[src/rtl/univ_shift_reg_if.sv]
// Bus bundle for the universal shift register: control, data inputs and
// observed register state. The register drives the slave side; the
// controlling agent (serialiser front end, test bench) drives the master side.
interface univ_shift_reg_if #(
  parameter int WIDTH = 8,
  parameter int CW    = $clog2(WIDTH + 1)
);

  logic             en;
  logic [2:0]       mode;
  logic [WIDTH-1:0] parallel_in;
  logic             serial_in_lsb;
  logic             serial_in_msb;
  logic [WIDTH-1:0] parallel_out;
  logic             serial_out_msb;
  logic             serial_out_lsb;
  logic [CW-1:0]    shift_count;
  logic             done;

  modport master (
    output en,
    output mode,
    output parallel_in,
    output serial_in_lsb,
    output serial_in_msb,
    input  parallel_out,
    input  serial_out_msb,
    input  serial_out_lsb,
    input  shift_count,
    input  done
  );

  modport slave (
    input  en,
    input  mode,
    input  parallel_in,
    input  serial_in_lsb,
    input  serial_in_msb,
    output parallel_out,
    output serial_out_msb,
    output serial_out_lsb,
    output shift_count,
    output done
  );

endinterface

[src/rtl/univ_shift_reg.sv]
// Universal shift register: hold, parallel load, logical shift left/right
// with serial fill, rotate left/right and clear, plus a saturating count of
// shift/rotate operations since the last load, clear or reset. The count lets
// the block act as a serialiser/deserialiser: done marks WIDTH shifts.
module univ_shift_reg #(
  parameter int WIDTH = 8,
  parameter int CW    = $clog2(WIDTH + 1)
) (
  input logic              clk,
  input logic              rst,
  univ_shift_reg_if.slave  bus
);

  localparam logic [2:0] MODE_HOLD  = 3'b000;
  localparam logic [2:0] MODE_SHL   = 3'b001;
  localparam logic [2:0] MODE_SHR   = 3'b010;
  localparam logic [2:0] MODE_LOAD  = 3'b011;
  localparam logic [2:0] MODE_ROL   = 3'b100;
  localparam logic [2:0] MODE_ROR   = 3'b101;
  localparam logic [2:0] MODE_CLEAR = 3'b110;
  localparam logic [2:0] MODE_RSVD  = 3'b111;

  localparam logic [CW-1:0] SC_MAX = CW'(WIDTH);

  logic [WIDTH-1:0] q_q;
  logic [WIDTH-1:0] q_d;
  logic [CW-1:0]    sc_q;
  logic [CW-1:0]    sc_d;

  // Counter advance that parks at WIDTH: data keeps moving past that point,
  // only the count stops.
  function automatic logic [CW-1:0] sat_inc(input logic [CW-1:0] cnt);
    logic [CW-1:0] res;
    if (cnt == SC_MAX) begin
      res = cnt;
    end else begin
      res = cnt + CW'(1);
    end
    return res;
  endfunction

  // Next-state selection: enable gates everything, then mode picks one op.
  always_comb begin
    q_d  = q_q;
    sc_d = sc_q;
    if (bus.en) begin
      case (bus.mode)
        MODE_HOLD: begin
          q_d  = q_q;
          sc_d = sc_q;
        end
        MODE_SHL: begin
          q_d  = {q_q[WIDTH-2:0], bus.serial_in_lsb};
          sc_d = sat_inc(sc_q);
        end
        MODE_SHR: begin
          q_d  = {bus.serial_in_msb, q_q[WIDTH-1:1]};
          sc_d = sat_inc(sc_q);
        end
        MODE_LOAD: begin
          q_d  = bus.parallel_in;
          sc_d = '0;
        end
        MODE_ROL: begin
          q_d  = {q_q[WIDTH-2:0], q_q[WIDTH-1]};
          sc_d = sat_inc(sc_q);
        end
        MODE_ROR: begin
          q_d  = {q_q[0], q_q[WIDTH-1:1]};
          sc_d = sat_inc(sc_q);
        end
        MODE_CLEAR: begin
          q_d  = '0;
          sc_d = '0;
        end
        MODE_RSVD: begin
          q_d  = q_q;
          sc_d = sc_q;
        end
        default: begin
          q_d  = q_q;
          sc_d = sc_q;
        end
      endcase
    end else begin
      q_d  = q_q;
      sc_d = sc_q;
    end
  end

  // State registers; synchronous reset discards any partial shift.
  always_ff @(posedge clk) begin
    if (rst) begin
      q_q  <= '0;
      sc_q <= '0;
    end else begin
      q_q  <= q_d;
      sc_q <= sc_d;
    end
  end

  // Outputs are the registers themselves or pure decodes of them, so no
  // input reaches an output without passing through a flop.
  assign bus.parallel_out   = q_q;
  assign bus.shift_count    = sc_q;
  assign bus.serial_out_msb = q_q[WIDTH-1];
  assign bus.serial_out_lsb = q_q[0];
  assign bus.done           = (sc_q == SC_MAX);

endmodule

[src/flat_wrapper.sv]
// flat-port wrapper written by rule: the top's interface ports become plain ports
module univ_shift_reg_flat 
#(
  parameter int WIDTH = 8,
  parameter int CW    = $clog2(WIDTH + 1)
)
  (clk, rst, bus_en, bus_mode, bus_parallel_in, bus_serial_in_lsb, bus_serial_in_msb, bus_parallel_out, bus_serial_out_msb, bus_serial_out_lsb, bus_shift_count, bus_done);
  univ_shift_reg_if #(.WIDTH(WIDTH), .CW(CW)) bus_i ();
  input logic clk;
  input logic rst;
  input wire logic [$bits(bus_i.en)-1:0] bus_en;
  input wire logic [$bits(bus_i.mode)-1:0] bus_mode;
  input wire logic [$bits(bus_i.parallel_in)-1:0] bus_parallel_in;
  input wire logic [$bits(bus_i.serial_in_lsb)-1:0] bus_serial_in_lsb;
  input wire logic [$bits(bus_i.serial_in_msb)-1:0] bus_serial_in_msb;
  output wire logic [$bits(bus_i.parallel_out)-1:0] bus_parallel_out;
  output wire logic [$bits(bus_i.serial_out_msb)-1:0] bus_serial_out_msb;
  output wire logic [$bits(bus_i.serial_out_lsb)-1:0] bus_serial_out_lsb;
  output wire logic [$bits(bus_i.shift_count)-1:0] bus_shift_count;
  output wire logic [$bits(bus_i.done)-1:0] bus_done;
  assign bus_i.en = bus_en;
  assign bus_i.mode = bus_mode;
  assign bus_i.parallel_in = bus_parallel_in;
  assign bus_i.serial_in_lsb = bus_serial_in_lsb;
  assign bus_i.serial_in_msb = bus_serial_in_msb;
  assign bus_parallel_out = bus_i.parallel_out;
  assign bus_serial_out_msb = bus_i.serial_out_msb;
  assign bus_serial_out_lsb = bus_i.serial_out_lsb;
  assign bus_shift_count = bus_i.shift_count;
  assign bus_done = bus_i.done;
  univ_shift_reg #(.WIDTH(WIDTH), .CW(CW)) u_core (.clk(clk), .rst(rst), .bus(bus_i));
endmodule
[config.mk]
export PLATFORM = sky130hd
export DESIGN_NAME = univ_shift_reg_flat
export DESIGN_NICKNAME = d
export VERILOG_FILES = /design/src/rtl/univ_shift_reg_if.sv /design/src/rtl/univ_shift_reg.sv /design/src/flat_wrapper.sv
export SDC_FILE = /design/constraint.sdc
export NUM_CORES = 1
export LEC_CHECK = 0
export ABC_AREA = 1
export BUFFER_PORTS_ARGS = -buffer_cell sky130_fd_sc_hd__buf_2
export CAP_MARGIN = 40
export CORE_MARGIN = 5
export CORE_UTILIZATION = 40
export DETAILED_ROUTE_END_ITERATION = 8
export PLACE_DENSITY = 0.77
export SLEW_MARGIN = 40
export SYNTH_ARGS = -nofsm -noshare
export SYNTH_HDL_FRONTEND = slang
export SYNTH_SLANG_ARGS = --single-unit
[constraint.sdc]
create_clock -name clk -period 3.46 [get_ports clk]
set_input_delay 0.692 -clock clk [delete_from_list [all_inputs] [get_ports clk]]
set_output_delay 0.692 -clock clk [all_outputs]
set_load 0.02 [all_outputs]
==> impl_metrics.ini, run 1 <==
[clock_network]
clk_latency_ps = 280
cts.repair.resized = 0
clk_pin_slew_worst_paths_ps = 80
cts_tree = done
hold_buffers = 0
h-tree-depth = 1
clockRootBuffer = clkbuf_4
clock_path_buffers = 2
clock_sinks = 12
cts_inserted_buffers = 3
post_cts_buffers = 0

[timing]
rsz0062_at_grt = no
period_share_pct = 55.9
relSlewSlack_pct = 85.7
period_needed_ps = 1930
clock_skew_ps = 6.10
fmax_mhz = 517
hold_viol = 0
slew_violations = 0
fin_ws_ps = 1530
worst_pin_slew_ps = 215
fin_setup_tns_ps = 0
setup_viol = 0

[worst_setup_path]
crit_buf_inv = 2
startpoint_type = register
endpoint_kind = primary output
cp_slowest_cell = dfxtp_1
cp_max_fo = 7
cp_cell_sequence = inv_1 > ha_1 > nand2_1 > nor2_1 > buf_2
path_class = register to primary output
worstPathArrival_ps = 1240
critPathTopFamily = flip-flops
slowest_delay_ps = 440
cp.required_ps = 2770

[die]
coreArea_mm2 = 0.00198
die_w_um = 56.0
dieHeight_um = 56.0
initial_core_util_pct = 42.7
io_pins = 31
num_rows = 16
die-area_mm2 = 0.00313

[yosys]
ys_seq_area_share_pct = 28.4
synth_simple_gate_area_share_pct = 45.1
synth.largest_area_cell = dfxtp_1
syn_inst = 135
synth_flop_cell = dfxtp_1
yosysUniqueCellTypes = 17
synth_edf_count = 0
syn-mean-instance-area_um2 = 6.27
synthesis.area_um2 = 846
yosysWarnings = 0
synth.most_common_cell = nor2_1
synth_compound_area_share_pct = 8.88
synth_common_cells = nor2_1, nand2_1, nand3_1, inv_1, dfxtp_1
synthArstFlopShare_pct = 0
ys_ff_latch = 12
synth_mux_area_share_pct = 0
synth_top_area_share_pct = 28.4
synthXorXnorAreaFrac_pct = 1.04
synth-adder-area-share_pct = 2.96
synth_area_leaders = dfxtp_1, nor2_1, nand2_1, nand3_1, nand3_2
syn-num-nets = 153
synth_top_family_by_area = simple AND/OR/NAND/NOR gates

[power]
p_leak_nw = 0.506
p_per_area_mw_per_mm2 = 358
ir_drop_mv = 0.220

[global_route]
grt_pass1_wl_um = 3390
grtUsageMet2_pct = 19.9
busiest_layer = met2
grtUsageTotal_pct = 13.2
grt_use_met3_pct = 3.48
grt_pass1_vias = 804
use_met1_pct = 17.4
gr-total-overflow = 0
grt_antenna_before_repair = 0
grt_start_max_net_pins = 20

[outcome]
status = finished, final reports clean

[placement]
hpwlAfterDp_um = 1600
preCtsSetupSlack_ps = 1730
gp_congestion = 0.846
portBuffers = 30

[layout]
antenna_cells = 0
nNetsFinal = 183
fillers = 206
areaGrowthSynthToFinish_pct = 20.7
multi_input_area_um2 = 490
regArea_um2 = 240
drive_gt1_share_pct = 28.0

[route]
wl_per_cell_um = 10.8
vias = 929
final_antenna_net_count = 0
drt_pass1_iterations = 4
routed_wl_um = 2070
drt_iter0_drc = 14
viasPerCell = 4.86
route.detailed.drc = 0

[job]
max_cap_violations = 0

[hold_path]
hold_path.class = register to register
-- final timing paths --
| path | slack [ps] | depth (start not counted) | start | to |
|---|---|---|---|---|
| max | 1530 | 5 | u_core.bus.shift_count[0] | bus_done |
| min | 520 | 2 | u_core.bus.shift_count[3] | u_core.bus.shift_count[3] |
| max reg2reg | 2190 | 8 | u_core.bus.shift_count[0] | u_core.bus.shift_count[1] |
| min reg2reg | 520 | 2 | u_core.bus.shift_count[3] | u_core.bus.shift_count[3] |
-- per-layer routing --
layer,up-vias,wire [µm],share of wire (%)
met2,34,910,44
met3,2,160,7.7
met5,-,0,0
li1,497,-,-
met4,0,14,0.68
met1,396,986,48
-- kinds of logic after synthesis --
group / count (synthesis)
buffers and inverters: 23
adder cells (fa/ha/maj): 2
flip-flops: 12
AND/OR/NAND/NOR: 82
XOR/XNOR: 1
AO/OA/AOI/OAI: 15
-- placed cells by master (no fill, tap or decap) --
cell type	Yosys	routed
inv_2	4	4
nor2_1	26	26
nand3_1	16	16
inv_4	1	1
nor3_1	2	2
nand4_1	6	6
a21oi_1	7	7
nand3_2	5	5
nand2_1	25	25
buf_2	0	30
clkbuf_4	0	3
inv_1	13	13
nand2_2	2	2
ha_1	2	2
xnor2_1	1	1
dfxtp_1	12	12
o21ai_0	8	8
clkbuf_8	0	1
-- sequential cells by signal, summed over array words and instances (netlist names) --
name	count
u_core.bus.shift_count	4
u_core.bus.parallel_out	8
-- stage by stage --
| step | std cells | total power, mW | area (µm²) | util [%] | hold WS [ps] |
|---|---|---|---|---|---|
| after floorplan | 135 | 0.228 | 846 | - | 569 |
| after global placement | 187 | 0.252 | 985 | 49.7 | 509 |
| after detailed placement | 187 | 0.254 | 985 | 49.7 | 511 |
| after CTS | 191 | 0.369 | 1020 | 51.5 | 523 |
| after global routing | 191 | 0.386 | 1020 | 51.5 | 562 |
| final | 191 | 0.366 | 1020 | 51.5 | 520 |
-- power by group --
group	internal [mW]	switching (mW)
Clock	0.0640	0.0514
Combinational	0.0328	0.0604
Sequential	0.148	0.00991
-- worst reg2reg max path: stages (launching register included) --
cell     delay, ps
dfxtp_1        440
inv_1           70
ha_1           190
nand2_1         60
nor2_1          50
nand2_2        110
nand2_1        110
nand2_1         90
a21oi_1         50
-- area by class of cell --
class / instances / area share (%)
Sequential cell: 12 / 23.5
Timing Repair Buffer: 30 / 14.7
Tap cell: 27 / 3.31
Inverter: 18 / 6.86
Multi-Input combinational cell: 100 / 48.0
Clock buffer: 4 / 3.55
Power figures use the tool's default switching activity.
==> run 2: changes to the inputs <==
Settings changed: ABC_AREA 1 to 0, PLACE_DENSITY 0.77 to 0.79.
Clock period 3.46 ns to 1.7 ns, I/O delays scaled along.
==> run 2 against run 1 <==
Clock-buffer cell count stayed put. First-iteration DRC count grew to 2.6 times the previous value. Design area is 6.6% higher. Non-clock buffer count is 5 higher. Core utilization is 1.8 points lower. Combinational power is 140% higher. Synthesized cell count is 16% lower. Via count is 0.22% higher. Power is 110% higher. Largest cell class unchanged. Largest power group unchanged. Highest routed layer unchanged.
==> impl_metrics.ini, run 2 <==
[worst_setup_path]
endpoint_kind = primary output
cp.required_ps = 1360
slowest_delay_ps = 340
ff2ff_path_depth = 6
r2r_end = u_core.bus.shift_count[0]
r2r_start = u_core.bus.shift_count[0]
cp_slowest_cell = dfxtp_1
r2r_setup_slack_ps = 340
path_class = register to primary output
startpoint_type = register
cp_cell_sequence = inv_1 > ha_1 > nand2_1 > nor2_2 > buf_2
cp_max_fo = 4
worstPathArrival_ps = 1260
critPathLaunch = u_core.bus.shift_count[0]

[placement]
placed_area_mm2 = 0.00105
gp_congestion = 0.826
portBuffers = 30
hpwlAfterDp_um = 1790

[clock_network]
h-tree-depth = 1
clockRootBuffer = clkbuf_4
clk_pin_slew_worst_paths_ps = 80
post_cts_buffers = 0
clk_latency_ps = 270
clock_sinks = 12
cts_inserted_buffers = 3
clock_path_buffers = 2
cts_tree = done

[die]
initial_core_util_pct = 41.2
coreArea_mm2 = 0.00219
die_w_um = 57.5
dieHeight_um = 57.5
io_pins = 31
num_rows = 17
die-area_mm2 = 0.00331

[layout]
areaGrowthSynthToFinish_pct = 20.7
multi_input_area_um2 = 556
layout_common_cells = buf_2, dfxtp_1
drive_gt1_share_pct = 34.8
nNetsFinal = 160
largest_reg_flops = 8
antenna_cells = 0
layout_commonest_cell = buf_2
fillers = 232
final_area_mm2 = 0.00109
regArea_um2 = 240

[yosys]
synthesis.area_um2 = 902
synth_top_area_share_pct = 26.6
synth_flop_cell = dfxtp_1
synth_common_cells = dfxtp_1, nor2_1, inv_1, nand3_1, o21ai_0
synth.most_common_cell = dfxtp_1
ys_ff_latch = 12
yosysWarnings = 0
syn_inst = 113
synth_edf_count = 0
syn-num-nets = 131
synth.largest_area_cell = dfxtp_1
ys_seq_area_share_pct = 26.6
synth_area_leaders = dfxtp_1, a211oi_2, nand3_1, o21ai_0, a222oi_1
synthArstFlopShare_pct = 0
yosysUniqueCellTypes = 36
syn-mean-instance-area_um2 = 7.98

[global_route]
grt_pass1_vias = 852
grt_start_max_net_pins = 16
grtUsageTotal_pct = 14.2
grt_antenna_before_repair = 0
grt_pass1_wl_um = 3830
gr-total-overflow = 0

[route]
final_antenna_net_count = 0
viasPerCell = 5.51
wl_per_cell_um = 13.9
drt_pass1_iterations = 4
drt_iter0_drc = 36
route.detailed.drc = 0
vias = 931
routed_wl_um = 2350

[hold_path]
holdPathEnd = u_core.bus.parallel_out[0]
whs_path_depth = 2
hp-start = bus_en
hold_path.class = input pin to register

[timing]
clock_skew_ps = 0.280
rsz0062_at_grt = no
fin_setup_tns_ps = 0
period_share_pct = 94.0
hold_viol = 0
worst_pin_slew_ps = 540
slew_violations = 0
period_needed_ps = 1600
relSlewSlack_pct = 63.7
fmax_mhz = 626
setup_viol = 0

[outcome]
status = finished, final reports clean

[power]
p_leak_nw = 0.458
ir_drop_mv = 0.428
p_per_area_mw_per_mm2 = 713

[job]
max_cap_violations = 0
## run 2: cell count changes after synthesis, moves of 5 or more
cell	before	now
nand2_1	25	5
a211oi_2	0	6
nand3_1	16	9
nand3_2	5	0
nand4_1	6	0
nor2_1	26	10
## run 2: logic make-up after synthesis
logic type | share of synthesized area [%]
AOI/OAI and AO/OA | 33.3
xor gates and xnor gates | 0.971
adders and majority gates | 2.77
buffers and inverters | 12.1
DFF | 26.6
muxes | 2.36
and+or+nand+nor | 21.9
## run 2: critical path: cells and delay by family, from the launching register on
family | cells | cell delay, ps
adder cells (fa/ha/maj) | 1 | 150
buffers and inverters | 2 | 290
flip-flops | 1 | 340
AND/OR/NAND/NOR | 2 | 200
## run 2: cell type report
cell class / instances / area share, %
sequential: 12 / 22.1
timing repair buffer: 35 / 17.2
tap: 28 / 3.22
multi-input combinational: 81 / 51.0
clock buffer: 4 / 3.33
inverter: 9 / 3.10
## run 2: worst max-delay path by stage
stage,end,slack [ps],cells past startpoint
finish,bus_done,100,5
global route,bus_done,30,5
CTS,bus_done,50,5
detailed placement,u_core.bus.parallel_out[2],50,6
global placement,u_core.bus.parallel_out[4],150,6
floorplan,u_core.bus.parallel_out[7],170,7
## run 2: routing by layer
| layer | track usage (%) | part of all wire, % | wire length (µm) | vias to the layer above |
|---|---|---|---|---|
| li1 | - | - | - | 475 |
| met1 | 18.1 | 43 | 1020 | 426 |
| met2 | 23.9 | 49 | 1160 | 28 |
| met3 | 4.07 | 6.8 | 160 | 2 |
| met4 | 2.98 | 0.47 | 11 | 0 |
| met5 | 0 | 0 | 0 | - |
## run 2: what timing repair did
| action | CTS | global route |
|---|---|---|
| resized for setup | 0 | 1 |
| endpoints found under the setup margin | 0 | 1 |
| hold buffers | 0 | 0 |
## run 2: stage by stage
stage | cells | hold slack [ps] | utilization, % | power, mW | worst slack (ps)
after floorplan | 113 | 441 | - | 0.491 | 166
after global placement | 165 | 496 | 47.9 | 0.544 | 146
after detailed placement | 165 | 511 | 47.9 | 0.552 | 48.3
after CTS | 169 | 339 | 49.6 | 0.783 | 52.4
after global routing | 169 | 344 | 49.7 | 0.825 | 31.7
final | 169 | 340 | 49.7 | 0.776 | 102
## run 2: report_power, final
part | internal (mW) | switching, mW | total, mW
combinational | 0.0898 | 0.132 | 0.222
sequential | 0.300 | 0.0239 | 0.324
clock | 0.130 | 0.0994 | 0.229
==> run 3: changes to the inputs <==
Settings changed: BUFFER_PORTS_ARGS -buffer_cell sky130_fd_sc_hd__buf_2 to not set, DONT_BUFFER_PORTS set to 1, GPL_TIMING_DRIVEN set to 0, PLACE_DENSITY 0.79 to 0.66.
Clock period 1.7 ns to 1.32 ns, I/O delays scaled along.
==> run 3 against run 2 <==
The run now ends with negative setup slack left. Clock skew is 6.1 ps higher. Largest power group unchanged. Register-to-register slack lost 390 ps. Power grew 33%. Non-clock buffer count decreased by 23. Largest cell class unchanged. Routed wire length is 3.7% higher. Global-route usage rose by 0.78 points. Cell count shrank 14%. Clock-buffer cell count unchanged. Core utilization grew 0.63 points. Highest routed layer unchanged. Die area unchanged. Design area rose by 1.3%.
==> impl_metrics.ini, run 3 (synthesized netlist as in run 2, its figures left out) <==
[outcome]
status = complete, but fails checks
violations = negative setup slack

[route]
route.detailed.drc = 0
viasPerCell = 6.10
final_antenna_net_count = 0
routed_wl_um = 2440
wl_per_cell_um = 16.7
drt_pass1_iterations = 4
vias = 890
drt_iter0_drc = 43

[die]
dieHeight_um = 57.5
die-area_mm2 = 0.00331
num_rows = 17
io_pins = 31
initial_core_util_pct = 41.2
coreArea_mm2 = 0.00219
die_w_um = 57.5

[worst_setup_path]
r2r_start = u_core.bus.shift_count[1]
crit_end = bus_done
r2r_end = u_core.bus.shift_count[0]
crit_buf_inv = 1
cp_cell_sequence = inv_4 > ha_4 > nand2_4 > nor2_4
worstPathArrival_ps = 1140
r2r_setup_slack_ps = -50
cp_slowest_cell = dfxtp_4
critical_path_cell_count = 4
path_class = register to primary output
cp.required_ps = 1060
ff2ff_path_depth = 6
critPathLaunch = u_core.bus.shift_count[0]
critPathTopFamily = flip-flops
slowest_delay_ps = 390
startpoint_type = register
cp_max_fo = 4
endpoint_kind = primary output

[timing]
relSlewSlack_pct = 55.5
fmax_mhz = 710
setup_viol = 4
hold_viol = 0
clock_skew_ps = 6.34
fin_ws_ps = -87.9
period_needed_ps = 1410
period_share_pct = 107
fin_setup_tns_ps = -214
rsz0062_at_grt = yes
worst_pin_slew_ps = 667
slew_violations = 0

[power]
switching_share_pct = 34.6
totalPowerFinal_mw = 1.03
clkPwrFrac_pct = 30.4
p_sw_mw = 0.358
p_int_mw = 0.676
p_leak_nw = 0.382
comb_power_share_pct = 25.1
p_per_area_mw_per_mm2 = 938
p_seq_share_pct = 44.5
ir_drop_mv = 0.476

[placement]
hpwlAfterDp_um = 1880
dp_cells = 141
portBuffers = 0
placed_area_mm2 = 0.00100
gp_congestion = 0.782

[clock_network]
clk_pin_slew_worst_paths_ps = 90
cts_inserted_buffers = 3
clk_latency_ps = 280
clock_path_buffers = 2
clock_sinks = 12
h-tree-depth = 1
clockRootBuffer = clkbuf_4
cts_tree = done

[global_route]
grt_pass1_wl_um = 3860
grtUsageTotal_pct = 15.0
grt_pass1_vias = 840
grt_start_max_net_pins = 11
gr-total-overflow = 0
grt_antenna_before_repair = 0

[layout]
final_cells = 146
drive_gt1_share_pct = 36.4
final_area_mm2 = 0.00110
largest_reg_flops = 8
nNetsFinal = 137
antenna_cells = 0
areaGrowthSynthToFinish_pct = 22.2
layout_common_cells = nand3_1, o21ai_0, inv_1, a211oi_2

[hold_path]
hold_path.class = input pin to register

[job]
max_cap_violations = 0
## run 3: power by group through the flow
stage | Clock (mW) | Sequential, mW | Combinational, mW
after floorplan | 0 | 0.454 | 0.206
after CTS | 0.319 | 0.459 | 0.254
final | 0.315 | 0.460 | 0.259
after global routing | 0.328 | 0.466 | 0.284
after global placement | 0 | 0.466 | 0.234
after detailed placement | 0 | 0.467 | 0.241
## run 3: metal layers
metal | share of wire, % | GRT usage [%] | vias to the layer above
li1 | - | - | 432
met2 | 52 | 25.5 | 23
met5 | 0 | 0 | -
met3 | 7.0 | 4.75 | 5
met4 | 2.0 | 6.95 | 0
met1 | 39 | 17.0 | 430
## run 3: per-stage QoR
stage | hold slack, ps | worst slack (ps) | util, %
global placement | 372 | -196 | 45.8
CTS | 61.7 | -131 | 49.1
global route | 63.1 | -145 | 50.3
floorplan | 365 | -75.3 | -
detailed placement | 370 | -206 | 45.8
finish | 67.7 | -87.9 | 50.3
## run 3: how the worst min path moves through the flow
stage	from	end	slack, ps	cells past startpoint
final	rst	u_core.bus.shift_count[2]	70	1
after global placement	rst	u_core.bus.shift_count[2]	370	1
after CTS	rst	u_core.bus.shift_count[2]	60	1
after detailed placement	rst	u_core.bus.shift_count[2]	370	1
after global routing	rst	u_core.bus.shift_count[2]	60	1
after floorplan	rst	u_core.bus.shift_count[2]	360	1
## run 3: area by class of cell
type                            count  area [µm²]
Buffer                             11        91.3
Multi-Input combinational cell     81         641
Clock buffer                        4        36.3
Fill cell                         207        1090
Timing Repair Buffer                1        7.51
Sequential cell                    12         253
Inverter                            9        38.8
Tap cell                           28        35.0
## run 3: worst register-to-register path, stage by stage (launching register included)
cell and delay [ps]:
dfxtp_4 430, inv_4 50, ha_4 150, nand2_4 70
nor2_4 60, nand3b_1 280, a211oi_1 240
## run 3: timing repair
action	4_1_cts	5_1_grt
endpoints found under the setup margin	6	8
gates resized for setup	9	9
pin swaps	3	2
hold buffers	0	0
buffers inserted	1	0
